**config.mk**
```make
export PLATFORM = sky130hd
export DESIGN_NAME = clk_en_gen
export DESIGN_NICKNAME = d
export VERILOG_FILES = /design/src/rtl/clk_gen_pkg.sv /design/src/rtl/clk_en_div.sv /design/src/rtl/clk_en_gen.sv
export SDC_FILE = /design/constraint.sdc
export NUM_CORES = 1
export LEC_CHECK = 0
export BUFFER_PORTS_ARGS = -buffer_cell sky130_fd_sc_hd__buf_2
export CORE_MARGIN = 8
export CORE_UTILIZATION = 30
export CTS_CLUSTER_SIZE = 14
export DETAILED_ROUTE_END_ITERATION = 10
export PLACE_DENSITY_LB_ADDON = 0.2
export SKIP_CTS_REPAIR_TIMING = 1
export SLEW_MARGIN = 10
export SYNTH_ARGS = -nofsm -noshare
export SYNTH_HDL_FRONTEND = slang
export SYNTH_HIERARCHICAL = 1
export SYNTH_SLANG_ARGS = --single-unit
```
**constraint.sdc**
```tcl
create_clock -name BUS_CLK -period 2.5 [get_ports BUS_CLK]
set_input_delay 0.375 -clock BUS_CLK [delete_from_list [all_inputs] [get_ports BUS_CLK]]
set_output_delay 0.375 -clock BUS_CLK [all_outputs]
set_load 0.02 [all_outputs]
```
**src/rtl/clk_gen_pkg.sv**
```systemverilog
// Shared definitions for the lock-qualified clock-enable generator.
//   state_e      : sequencer states (DCM reset, waiting for lock, channels running)
//   LockLostW    : width of the saturating lock-loss counter
//   clamp_phase  : effective strobe phase, min(phase, div)
package clk_gen_pkg;

    typedef enum logic [1:0] {
        StRstDcm   = 2'd0,
        StWaitLock = 2'd1,
        StRun      = 2'd2
    } state_e;

    localparam int unsigned LockLostW = 8;

    // A phase beyond the period end would never match the counter, so pin it to the last count.
    function automatic int unsigned clamp_phase(input int unsigned phase, input int unsigned div);
        return (phase > div) ? div : phase;
    endfunction

endpackage

```
**src/rtl/clk_en_div.sv**
```systemverilog
// One clock-enable channel: divide counter, active divide/phase registers and registered outputs.
//   clk_i, rst_ni : clock, asynchronous active-low reset
//   en_i          : channel running this cycle and next (outputs enabled, counter advancing)
//   load_i        : restart counter at 0 and take div_i/phase_i (RUN entry or align)
//   div_i         : requested divide value, period = div_i + 1 cycles
//   phase_i       : requested strobe offset within the period
//   ce_o          : one-cycle strobe when the counter equals the effective phase
//   clk_o         : square wave, high for the first ceil((D+1)/2) counts
module clk_en_div
    import clk_gen_pkg::*;
#(
    parameter int unsigned DivWidth = 8
) (
    input  logic                clk_i,
    input  logic                rst_ni,
    input  logic                en_i,
    input  logic                load_i,
    input  logic [DivWidth-1:0] div_i,
    input  logic [DivWidth-1:0] phase_i,
    output logic                ce_o,
    output logic                clk_o
);

    logic [DivWidth-1:0] cnt_q, cnt_d;
    logic [DivWidth-1:0] div_q, div_d;
    logic [DivWidth-1:0] peff_q, peff_d;
    logic                ce_q, ce_d;
    logic                clk_q, clk_d;
    logic                wrap;

    assign wrap = (cnt_q == div_q);

    always_comb begin
        cnt_d  = cnt_q;
        div_d  = div_q;
        peff_d = peff_q;
        // New settings only take effect on a period boundary, so no runt period is produced.
        if (load_i || (en_i && wrap)) begin
            cnt_d  = '0;
            div_d  = div_i;
            peff_d = DivWidth'(clamp_phase(32'(phase_i), 32'(div_i)));
        end else if (en_i) begin
            cnt_d = cnt_q + DivWidth'(1);
        end else begin
            cnt_d = '0;
        end
        // Outputs are a registered view of the current count; ceil((D+1)/2) == D/2 + 1.
        ce_d  = en_i && (cnt_q == peff_q);
        clk_d = en_i && (cnt_q <= (div_q >> 1));
    end

    always_ff @(posedge clk_i or negedge rst_ni) begin
        if (!rst_ni) begin
            cnt_q  <= '0;
            div_q  <= '0;
            peff_q <= '0;
            ce_q   <= 1'b0;
            clk_q  <= 1'b0;
        end else begin
            cnt_q  <= cnt_d;
            div_q  <= div_d;
            peff_q <= peff_d;
            ce_q   <= ce_d;
            clk_q  <= clk_d;
        end
    end

    assign ce_o  = ce_q;
    assign clk_o = clk_q;

endmodule

```
**src/rtl/clk_en_gen.sv**
```systemverilog
// Lock-qualified clock-enable generator. Sequences the DCM reset with timeout/retry, qualifies
// LOCKED through a synchroniser and filter, and drives CHANNELS divided strobes/square waves.
//   BUS_CLK, BUS_RST_N : sole clock, asynchronous active-low reset
//   LOCKED_IN          : DCM lock flag (asynchronous)
//   DIV, PHASE         : per-channel divide (period DIV+1) and strobe phase, DIV_WIDTH each
//   ALIGN              : restart all channel counters (honoured only while running)
//   DCM_RST            : active-high DCM reset
//   READY              : channels running
//   CE_OUT, CLK_OUT    : per-channel strobe and square wave
//   LOCK_LOST_CNT      : saturating count of lock losses while running
module clk_en_gen
    import clk_gen_pkg::*;
#(
    parameter int unsigned CHANNELS     = 4,
    parameter int unsigned DIV_WIDTH    = 8,
    parameter int unsigned RST_DLY      = 4,
    parameter int unsigned LOCK_FILTER  = 16,
    parameter int unsigned LOCK_TIMEOUT = 1024
) (
    input  logic                          BUS_CLK,
    input  logic                          BUS_RST_N,
    input  logic                          LOCKED_IN,
    input  logic [CHANNELS*DIV_WIDTH-1:0] DIV,
    input  logic [CHANNELS*DIV_WIDTH-1:0] PHASE,
    input  logic                          ALIGN,
    output logic                          DCM_RST,
    output logic                          READY,
    output logic [CHANNELS-1:0]           CE_OUT,
    output logic [CHANNELS-1:0]           CLK_OUT,
    output logic [LockLostW-1:0]          LOCK_LOST_CNT
);

    localparam int unsigned TimerMax = (LOCK_TIMEOUT > RST_DLY) ? LOCK_TIMEOUT : RST_DLY;
    localparam int unsigned TimerW   = $clog2(TimerMax + 1);
    localparam int unsigned FiltW    = $clog2(LOCK_FILTER + 1);

    state_e               state_q, state_d;
    logic [TimerW-1:0]    timer_q, timer_d;
    logic [FiltW-1:0]     filt_q, filt_d;
    logic [LockLostW-1:0] lost_q, lost_d;
    logic [1:0]           sync_q, sync_d;
    logic                 dcm_rst_q, ready_q;
    logic                 lock_s;
    logic                 ch_en, ch_load;

    assign lock_s = sync_q[1];

    // LOCKED from a DCM held in reset is meaningless; flush the synchroniser so the filter
    // only ever counts lock seen after the reset has been released.
    always_comb begin
        sync_d = {sync_q[0], LOCKED_IN};
        if (state_q == StRstDcm) begin
            sync_d = 2'b00;
        end
    end

    always_comb begin
        state_d = state_q;
        timer_d = timer_q + TimerW'(1);
        filt_d  = '0;
        lost_d  = lost_q;
        unique case (state_q)
            StRstDcm: begin
                if (timer_q == TimerW'(RST_DLY - 1)) begin
                    state_d = StWaitLock;
                    timer_d = '0;
                end
            end
            StWaitLock: begin
                // A lock glitch restarts only the filter; the timeout keeps running.
                if (lock_s) begin
                    filt_d = filt_q + FiltW'(1);
                end
                if (lock_s && (filt_q == FiltW'(LOCK_FILTER - 1))) begin
                    state_d = StRun;
                    timer_d = '0;
                    filt_d  = '0;
                end else if (timer_q == TimerW'(LOCK_TIMEOUT - 1)) begin
                    state_d = StRstDcm;
                    timer_d = '0;
                    filt_d  = '0;
                end
            end
            StRun: begin
                timer_d = '0;
                if (!lock_s) begin
                    state_d = StRstDcm;
                    if (lost_q != '1) begin
                        lost_d = lost_q + LockLostW'(1);
                    end
                end
            end
            default: begin
                state_d = StRstDcm;
                timer_d = '0;
            end
        endcase
    end

    always_ff @(posedge BUS_CLK or negedge BUS_RST_N) begin
        if (!BUS_RST_N) begin
            state_q   <= StRstDcm;
            timer_q   <= '0;
            filt_q    <= '0;
            lost_q    <= '0;
            sync_q    <= 2'b00;
            dcm_rst_q <= 1'b1;
            ready_q   <= 1'b0;
        end else begin
            state_q   <= state_d;
            timer_q   <= timer_d;
            filt_q    <= filt_d;
            lost_q    <= lost_d;
            sync_q    <= sync_d;
            dcm_rst_q <= (state_d == StRstDcm);
            ready_q   <= (state_d == StRun);
        end
    end

    // Channels count only while running now and next cycle, so a lock drop (even with a
    // coincident ALIGN) zeroes the outputs on the same edge that READY falls.
    assign ch_en   = (state_q == StRun) && (state_d == StRun);
    assign ch_load = (state_d == StRun) && ((state_q != StRun) || ALIGN);

    for (genvar gi = 0; gi < CHANNELS; gi++) begin : g_ch
        clk_en_div #(
            .DivWidth(DIV_WIDTH)
        ) u_div (
            .clk_i  (BUS_CLK),
            .rst_ni (BUS_RST_N),
            .en_i   (ch_en),
            .load_i (ch_load),
            .div_i  (DIV[gi*DIV_WIDTH +: DIV_WIDTH]),
            .phase_i(PHASE[gi*DIV_WIDTH +: DIV_WIDTH]),
            .ce_o   (CE_OUT[gi]),
            .clk_o  (CLK_OUT[gi])
        );
    end

    assign DCM_RST       = dcm_rst_q;
    assign READY         = ready_q;
    assign LOCK_LOST_CNT = lost_q;

endmodule

```
==> results by group <==
CTS
  • Clock tree root buffer cell: clkbuf_16
  • CTS Buf Count: 17
  • Clk_lat worst skew: 0.42 ns
  • Max clock buf depth: 2
  • # H-tree levels: 4
  • Clock Pin Slew Worst Setup and Hold Paths: 0.06 ns
  • CTS tree: done
  • Sink Count: 134

Finish
  • Post-Layout Inst Area: 0.00936 mm^2
  • Area grow syn2layout: 18.8%
  • Fin nets: 1,034
  • Layout cells sized above 1: 17.6%
  • Number of diodes: 0

Global routing
  • Vias in the first global route: 6,011
  • Largest net degree at the start of global routing: 52
  • Gr usage total: 11.3%
  • First-pass GRT wire length: 29,100 um
  • Initial antenna violation count: 0
  • GR Overflow Total: 0

Floorplan
  • Core ar.: 0.0259 mm^2
  • Die area: 0.0317 mm^2
  • Die X: 178 um
  • Initial core utilization: 30.4%
  • Die height: 178 um
  • I/O pins: 86
  • Row cnt: 59

Timing
  • Final slew viol count: 0
  • Final Critical Period: 2.31 ns
  • Fin Setup TNS: 0 ns
  • Normalized max-slew margin: 67.0%
  • Skew final: 0.0100 ns
  • Fmax: 432 MHz
  • Worst Max-Slew Pin Slew: 0.494 ns
  • Setup Viol. Count Final: 0
  • RSZ-0062 raised after global routing: no
  • Fin. Hold Viols: 0
  • Final period util: 92.5%
  • Final worst slack: 0.187 ns

Synthesis
  • Most used DFF post-synth: dfrtp_1
  • Synth async-reset ratio: 100%
  • Syn Nets: 935
  • Synthesized cell area: 0.00788 mm^2
  • Syn. warnings: 6
  • Most common cell in the netlist: dfrtp_1
  • Post-synth top area share: 42.2%
  • Cells after Synth: 799
  • Top cells by area, synth: dfrtp_1 42%, ha_1 11%, xor2_1 9.1%
  • Syn avg cell area: 9.86 um^2
  • Largest area contributor in the netlist: dfrtp_1
  • Register area share after synthesis: 42.6%
  • Yosys reg bits: 134
  • Yosys cell types: 42
  • Synth cell count leaders: 133 x dfrtp_1, 89 x nor2_1, 82 x xor2_1
  • Number of synthesized flops with an enable pin: 0

Critical path
  • R2r worst-path depth: 9
  • Slowest stage cell, crit path: dfrtp_1
  • CP top delay family: compound AO/OA/AOI/OAI gates
  • Crit path cell chain: ha_1 > and3_1 > ha_1 > nand2_1 > a21oi_1 > o21a_1 > a41o_1 > buf_12 > mux2_4
  • WP data required: 2.80 ns
  • Critical path arrival: 2.61 ns
  • Crit path depth: 9
  • CP max stage delay: 0.36 ns
  • CP startpoint kind: register
  • FF-to-FF Start: filt_q[0]
  • Most frequent CP cell: ha_1
  • FF-to-FF setup slack: 0.19 ns
  • FF-to-FF End: g_ch[1].u_div/div_q[1]
  • Worst-path fanout max: 30
  • Setup crit end kind: register
  • Setup Crit Path Kind: reg2reg
  • CP bufs+invs: 1

Drt
  • DRT Pass-1 Iters: 4
  • Vias post-DR: 5,619
  • DRC Markers: 0
  • Antenna-violating nets left: 0
  • Iter 0 DRT Violations: 219
  • WL per Instance: 13.5 um
  • Via density: 4.51
  • Final wirelength: 16,800 um

Power
  • Static leakage: 4.84 nW
  • Power Density: 556 mW/mm^2
  • Peak supply drop: 0.407 mV

Place
  • HPWL Detailed: 12,700 um
  • Port Buffers: 85
  • Area after DPL: 0.00876 mm^2
  • Worst setup slack after placement: 0.0726 ns
  • GPL Wtd Cong: 0.761

Hold path
  • Min-delay src: DIV[12]
  • Hold Crit Depth: 3
  • Worst hold path type: in2reg
  • Hold endpoint: g_ch[1].u_div/div_q[4]

Job
  • MaxCap Viol Count: 0

Outcome
  • Status: finished, final reports clean
-- placed cells by master (no fill, tap or decap), types with 32 or more instances in the layout --
| cell | count |
|---|---|
| mux2i_1 | 32 |
| xor2_1 | 82 |
| nor2_1 | 88 |
| dfrtp_1 | 133 |
| buf_2 | 84 |
| a21oi_1 | 55 |
| nand2_1 | 41 |
| o21ai_0 | 33 |
| ha_1 | 68 |
| inv_1 | 73 |
-- cells by family (layout without fill, tap and decap cells) --
logic type	after synthesis	after routing	share of synthesized area, %
fa+ha+maj	68	68	10.8
buf+inv	94	205	5.13
simple gates	235	235	14.4
compound gates	122	122	9.67
xor+xnor	105	105	11.7
mux	41	41	5.73
flops	134	134	42.6
-- cell type report --
type | instances | area (um^2)
Inverter | 73 | 274
Clock buffer | 19 | 453
Fill cell | 2611 | 16600
Tap cell | 335 | 419
Sequential cell | 134 | 3350
Multi-Input combinational cell | 571 | 4120
Clock inverter | 12 | 129
Timing Repair Buffer | 101 | 604
-- state kept, by name (all words and copies together), names as in the netlist --
signal,flops
g_ch.u_div/clk_o,4
g_ch.u_div/div_q,32
filt_q,5
LOCK_LOST_CNT,8
g_ch.u_div/peff_q,32
READY,1
g_ch.u_div/ce_o,4
g_ch.u_div/cnt_q,32
timer_q,11
state_q,2
sync_q,2
DCM_RST,1
-- worst register-to-register path, delay by kind of cell (launching register included) --
family | cells | cell delay [ns]
AO/OA/AOI/OAI | 3 | 0.76
adder cells (fa/ha/maj) | 2 | 0.34
buffers and inverters | 1 | 0.19
flip-flops | 1 | 0.36
multiplexers | 1 | 0.31
AND/OR/NAND/NOR | 2 | 0.23
-- how the worst max path moves through the flow --
stage                           from                      to  slack [ns]
after CTS                  filt_q[0]  g_ch[0].u_div/cnt_q[7]        0.07
after floorplan           state_q[0]  g_ch[0].u_div/div_q[0]        0.47
after detailed placement   filt_q[0]  g_ch[0].u_div/cnt_q[7]        0.07
after global routing       filt_q[0]  g_ch[2].u_div/div_q[0]        0.01
after global placement     filt_q[0]  g_ch[0].u_div/cnt_q[7]        0.15
final                      filt_q[0]  g_ch[1].u_div/div_q[1]        0.19
-- metal layers --
metal | GRT usage (%) | share of wire (%)
met1 | 14.6 | 50
met2 | 18.3 | 46
met3 | 2.69 | 2.9
met4 | 3.61 | 1.1
met5 | 0 | 0
-- power by group --
group          leakage (nW)  internal [mW]  switching [mW]  total [mW]
Combinational          2.85          0.205           0.239       0.444
Clock                 0.269           1.51           0.964        2.47
Sequential             1.71           2.22          0.0653        2.28
-- stage by stage --
step | hold WS, ns | util (%) | power (mW) | instances
floorplan | 0.0794 | - | 2.58 | 799
global placement | 0.296 | 33.8 | 2.77 | 1213
detailed placement | 0.301 | 33.8 | 2.77 | 1213
CTS | -0.153 | 36.1 | 5.31 | 1244
global route | 0.176 | 36.1 | 5.45 | 1245
finish | 0.197 | 36.1 | 5.20 | 1245
Power figures use the tool's default switching activity.
